<file path="config.mk">
export PLATFORM = sky130hd
export DESIGN_NAME = branch_imm_encoder
export DESIGN_NICKNAME = d
export VERILOG_FILES = /design/src/rtl/cpu_pkg.sv /design/src/rtl/branch_off_check.sv /design/src/rtl/branch_imm_encoder.sv
export SDC_FILE = /design/constraint.sdc
export NUM_CORES = 1
export LEC_CHECK = 0
export CORE_MARGIN = 2
export CORE_UTILIZATION = 57
export DETAILED_ROUTE_END_ITERATION = 10
export PLACE_DENSITY_LB_ADDON = 0.12
export REMOVE_ABC_BUFFERS = 1
export SKIP_LAST_GASP = 1
export SLEW_MARGIN = 30
export SYNTH_ARGS = -nofsm -noshare
export SYNTH_HDL_FRONTEND = slang
export SYNTH_SLANG_ARGS = --single-unit
</file>
<file path="constraint.sdc">
create_clock -name clk -period 4.6 [get_ports clk]
set_input_delay 0.92 -clock clk [delete_from_list [all_inputs] [get_ports clk]]
set_output_delay 0.92 -clock clk [all_outputs]
set_load 0.02 [all_outputs]
</file>
<file path="src/rtl/cpu_pkg.sv">
// Shared CPU constants for the branch-immediate path.
// Latency: none (constants only).
// Backpressure: not applicable.
package cpu_pkg;

  localparam int ADDR_W = 32;
  localparam int IMM_W  = 16;

  // A branch offset is measured from the instruction after the branch.
  localparam int PC_INC = 4;

  // Bit positions inside the packed error vector.
  localparam int ERR_ALIGN = 0;
  localparam int ERR_RANGE = 1;

endpackage

</file>
<file path="src/rtl/branch_off_check.sv">
// Splits a byte offset into the branch immediate and its alignment/range status.
// Latency: purely combinational.
// Backpressure: none; the caller registers the result.
module branch_off_check #(
  parameter int ADDR_W = 32,
  parameter int IMM_W  = 16
) (
  input  logic [ADDR_W-1:0] diff,
  output logic [IMM_W-1:0]  imm,
  output logic              err_align,
  output logic              err_range
);

  // Bits above the signed reach must all equal the sign bit of the reach.
  logic [ADDR_W-IMM_W-2:0] upper;

  assign upper = diff[ADDR_W-1:IMM_W+1];

  // Immediate is the word offset; flags report what truncation would lose.
  always_comb begin
    imm       = diff[IMM_W+1:2];
    err_align = |diff[1:0];
    err_range = (|upper) && !(&upper);
  end

endmodule

</file>
<file path="src/rtl/branch_imm_encoder.sv">
// Converts an absolute branch target into the MIPS 16-bit branch immediate.
// Latency: 2 cycles from input accept to out_valid, 1 result per cycle.
// Backpressure: in_ready follows out_ready combinationally; no skid buffer.
module branch_imm_encoder #(
  parameter int ADDR_W = cpu_pkg::ADDR_W,
  parameter int IMM_W  = cpu_pkg::IMM_W,
  parameter int CNT_W  = 16
) (
  input  logic              clk,
  input  logic              rstn,
  input  logic              in_valid,
  output logic              in_ready,
  input  logic [ADDR_W-1:0] in_pc,
  input  logic [ADDR_W-1:0] in_target,
  output logic              out_valid,
  input  logic              out_ready,
  output logic [IMM_W-1:0]  out_imm,
  output logic              out_err_align,
  output logic              out_err_range,
  output logic [CNT_W-1:0]  err_count,
  output logic              busy
);

  import cpu_pkg::*;

  logic              s1_valid;
  logic [ADDR_W-1:0] s1_diff;
  logic              s2_valid;
  logic [IMM_W-1:0]  s2_imm;
  logic [1:0]        s2_err;

  logic              s1_adv;
  logic              s2_adv;
  logic [IMM_W-1:0]  chk_imm;
  logic              chk_align;
  logic              chk_range;
  logic              out_fire;

  // A stage may load when it is empty or its contents leave this cycle.
  always_comb begin
    s2_adv   = !s2_valid || out_ready;
    s1_adv   = !s1_valid || s2_adv;
    in_ready = s1_adv;
    out_fire = s2_valid && out_ready;
    busy     = s1_valid || s2_valid;
  end

  // Stage 1: byte offset relative to the delay-slot address, wrapping modulo 2^ADDR_W.
  always_ff @(posedge clk or negedge rstn) begin
    if (!rstn) begin
      s1_valid <= 1'b0;
      s1_diff  <= '0;
    end else if (s1_adv) begin
      s1_valid <= in_valid;
      if (in_valid) begin
        s1_diff <= in_target - in_pc - ADDR_W'(PC_INC);
      end
    end
  end

  branch_off_check #(
    .ADDR_W (ADDR_W),
    .IMM_W  (IMM_W)
  ) u_check (
    .diff      (s1_diff),
    .imm       (chk_imm),
    .err_align (chk_align),
    .err_range (chk_range)
  );

  // Stage 2: registered immediate and flags; data only moves when S1 holds an entry.
  always_ff @(posedge clk or negedge rstn) begin
    if (!rstn) begin
      s2_valid <= 1'b0;
      s2_imm   <= '0;
      s2_err   <= '0;
    end else if (s2_adv) begin
      s2_valid <= s1_valid;
      if (s1_valid) begin
        s2_imm            <= chk_imm;
        s2_err[ERR_ALIGN] <= chk_align;
        s2_err[ERR_RANGE] <= chk_range;
      end
    end
  end

  // Count delivered results carrying any error; sticks at all-ones.
  always_ff @(posedge clk or negedge rstn) begin
    if (!rstn) begin
      err_count <= '0;
    end else if (out_fire && (|s2_err) && (err_count != {CNT_W{1'b1}})) begin
      err_count <= err_count + 1'b1;
    end
  end

  assign out_valid     = s2_valid;
  assign out_imm       = s2_imm;
  assign out_err_align = s2_err[ERR_ALIGN];
  assign out_err_range = s2_err[ERR_RANGE];

endmodule

</file>
==> reports/qor.txt <==
Number of global-route vias before repair = 4257
Initial Utilization = 58.7%
Global-route usage over all layers = 23.6%
MaxCap Viol Count = 0
Final Critical Period = 3820 ps
Slowest stage delay, CP = 450 ps
Largest net degree at the start of global routing = 43
Setup TNS = 0 ps
Syn Inst Count = 584
Buffers and inverters on the worst path = 2
Via density = 5.62
Final GP Congestion = 0.867
DR vias = 4461
Critical Path Sink = s1_diff[25]
P_sw = 0.000884 W
Htree depth = 3
Critical path required time = 4770 ps
Resized cells post-CTS = 0
Crit path from = in_pc[1]
Total Routed Length = 10.8 mm
Sw frac = 37.0%
Die H = 98.5 um
Status = complete, no violations
Die W = 98.5 um
Antenna violations before repair = 0
CTS max path bufs = 2
Crit path cell chain = clkdlybuf4s50_1 > inv_1 > ha_1 > ha_1 > fa_1 > a21o_1 > a221o_1 > a21o_1 > a211oi_1 > o21a_1 > or3_1 > a31oi_1
Reg2reg path depth = 7
Delay-heaviest family, CP = compound AO/OA/AOI/OAI gates
PortBufs = 104
Reg-to-Reg End = err_count[10]
Sequential share of power = 37.5%
Synth unique cells = 59
Sequential area share after synthesis = 33.4%
Pwr Total = 0.00239 W
Critical path depth in cells = 12
Critical-path top delay cell = clkdlybuf4s50_1
Final Max Slew Viols = 0
Area Overhead vs Synth = 25.7%
Synth area leader = dfrtp_1
Die ar. = 9700 um2
I/O Pins = 105
CTS tree = built
Critical R2R Launch = err_count[7]
Root buffer cell = clkbuf_8
Hold path cells = 2
Hold Path Class = flip-flop to flip-flop
Mapped Avg Cell Area = 8.72 um2
Multi-input gate area in the final layout = 2950 um2
CTS Hold Bufs = 0
Layout cell share with drive strength beyond 1 = 6.56%
RSZ-0062 raised after global routing = false
Sequential Area = 1700 um2
Critical path class = input pin to flip-flop
Per-cell routed wire length = 13.7 um
CTS clk-pin slew, worst paths = 80 ps
PD cells = 374 nW/um2
Number of synthesized flops with an enable pin = 0
GRT overflow = 0
Post-synth ARST share = 100%
LEAKAGE = 3.01 nW
Fin crit share = 83.0%
Worst Setup End Kind = flip-flop
Max FO, Critical Path = 4
Synth warnings = 0
Num CTS Buffers = 9
Worst slew pin tran = 951 ps
Hold_sp = s1_diff[2]
Clk_lat worst skew = 340 ps
DRT Pass-1 Iters = 5
Drc violations = 0
Final core occ = 73.7%
First-pass GRT wire length = 19.2 mm
Cell Rows = 34
Nets = 812
Critical Path AT = 3990 ps
Register bit total from synthesis = 68
Clock network power share = 20.6%
Synth Cell Area = 5090 um2
Diodes inserted = 0
Fin worst setup slack = 781 ps
Startpoint types = input pin
Final setup viols = 0
Final Skew = 14.9 ps
Worst slack, placed = 517 ps
Sink Count = 68
Synth top area cells = dfrtp_1 33%, ha_1 15%, inv_1 7.0%
Pint = 0.00151 W
Final hold violations = 0
Flop-to-flop setup slack = 2470 ps
Post-CTS Repair Setup Buffers = 0
Slew headroom = 36.6%
Core Region = 8680 um2
Gate power share = 42.0%
Final HPWL DP = 8.46 mm
Max VDD drop = 0.177 mV
F_max = 262 MHz
Yosys top cell area share = 33.4%
Iter 0 DRT Violations = 209
Fill count = 648
Remaining antenna violation count = 0
Dominant synthesized flop cell = dfrtp_1
==> area by class of cell <==
type,count,share of cell area (%)
Multi-Input combinational cell,401,46.1
Sequential cell,68,26.6
Timing Repair Buffer,106,16.5
Inverter,95,5.57
Tap cell,108,2.11
Clock buffer,9,1.94
Clock inverter,7,1.17
==> through the flow <==
step | cells | hold WS [ps] | cell area, um2
floorplan | 564 | 442 | 5010
global placement | 778 | 458 | 6200
detailed placement | 778 | 463 | 6200
CTS | 794 | 481 | 6390
global route | 794 | 507 | 6400
finish | 794 | 477 | 6400
==> tightest hold or removal path, delay by kind of cell, from the launching register on <==
family           cells  cell delay, ps
AND/OR/NAND/NOR      2             100
flip-flops           1             350
==> layer usage <==
metal	routed length, um	GRT usage, %	vias to the layer above	share of wire (%)
met5	0	0	-	0
met4	139	5.69	0	1.3
met3	588	3.97	13	5.4
met1	4790	31.4	2083	44
met2	5330	40.5	154	49
li1	-	-	2211	-
==> flip-flops by register name, summed over array words and instances, names as in the netlist <==
register,flops
s2_err,2
out_imm,16
s1_valid,1
err_count,16
out_valid,1
s1_diff,32
==> cells by family (layout without fill, tap and decap cells) <==
kind of cell / after synthesis / after routing / share of synthesized area [%]
AO/OA/AOI/OAI: 132 / 132 / 17.2
XOR/XNOR: 34 / 34 / 5.85
adder cells (fa/ha/maj): 63 / 63 / 15.6
buffers and inverters: 115 / 217 / 8.58
flip-flops: 68 / 68 / 33.4
multiplexers: 19 / 19 / 4.15
AND/OR/NAND/NOR: 153 / 153 / 15.1
==> power by group through the flow <==
stage	logic, W	clock network (W)	registers, W
after floorplan	0.000519	0	0.000983
after global placement	0.000974	0	0.000895
after detailed placement	0.00100	0	0.000906
after CTS	0.00101	0.000501	0.000895
after global routing	0.00110	0.000531	0.000919
final	0.00100	0.000492	0.000896
==> cells in the mapped netlist, types with 7 or more instances <==
master and number:
o31ai_1 7, xnor2_1 26, clkbuf_1 15, nand4_1 14, inv_1 95, mux2_2 17, ha_1 62, a21o_1 15
o21ai_0 36, nand2_1 57, dfrtp_1 68, nand3_1 16, o21a_1 8, nor3_1 11, nor2_1 14, xor2_1 8
a21oi_1 25
==> cell usage in the layout (no fill, tap or decap), types with 3 or more instances in the layout <==
master,instances
dfrtp_1,68
nand2b_1,6
or2_2,3
a21boi_0,3
and4_1,3
clkinvlp_4,3
o31ai_1,7
nor4_1,4
o21bai_1,3
o21a_1,8
nand3b_1,3
inv_1,95
and2_1,4
nand3_1,16
a21o_1,15
nor3_1,11
a31oi_1,5
clkbuf_8,9
ha_1,62
buf_4,3
nor2_1,14
xnor2_1,26
and3_1,6
xor2_1,8
o211ai_1,4
a21oi_1,25
nand2_1,57
or3_1,5
nand4_1,14
a211oi_1,4
clkdlybuf4s50_1,103
mux2_2,17
o21ai_0,36
==> how the worst min path moves through the flow <==
stage,slack [ps],endpoint
2_1_floorplan,440,s1_diff[2]
3_3_place_gp,460,s1_diff[2]
3_5_place_dp,460,s1_diff[1]
4_1_cts,480,s1_diff[1]
5_1_grt,510,s1_diff[2]
6_report,480,s1_diff[2]
No activity file was read; power rests on OpenSTA's default activity.
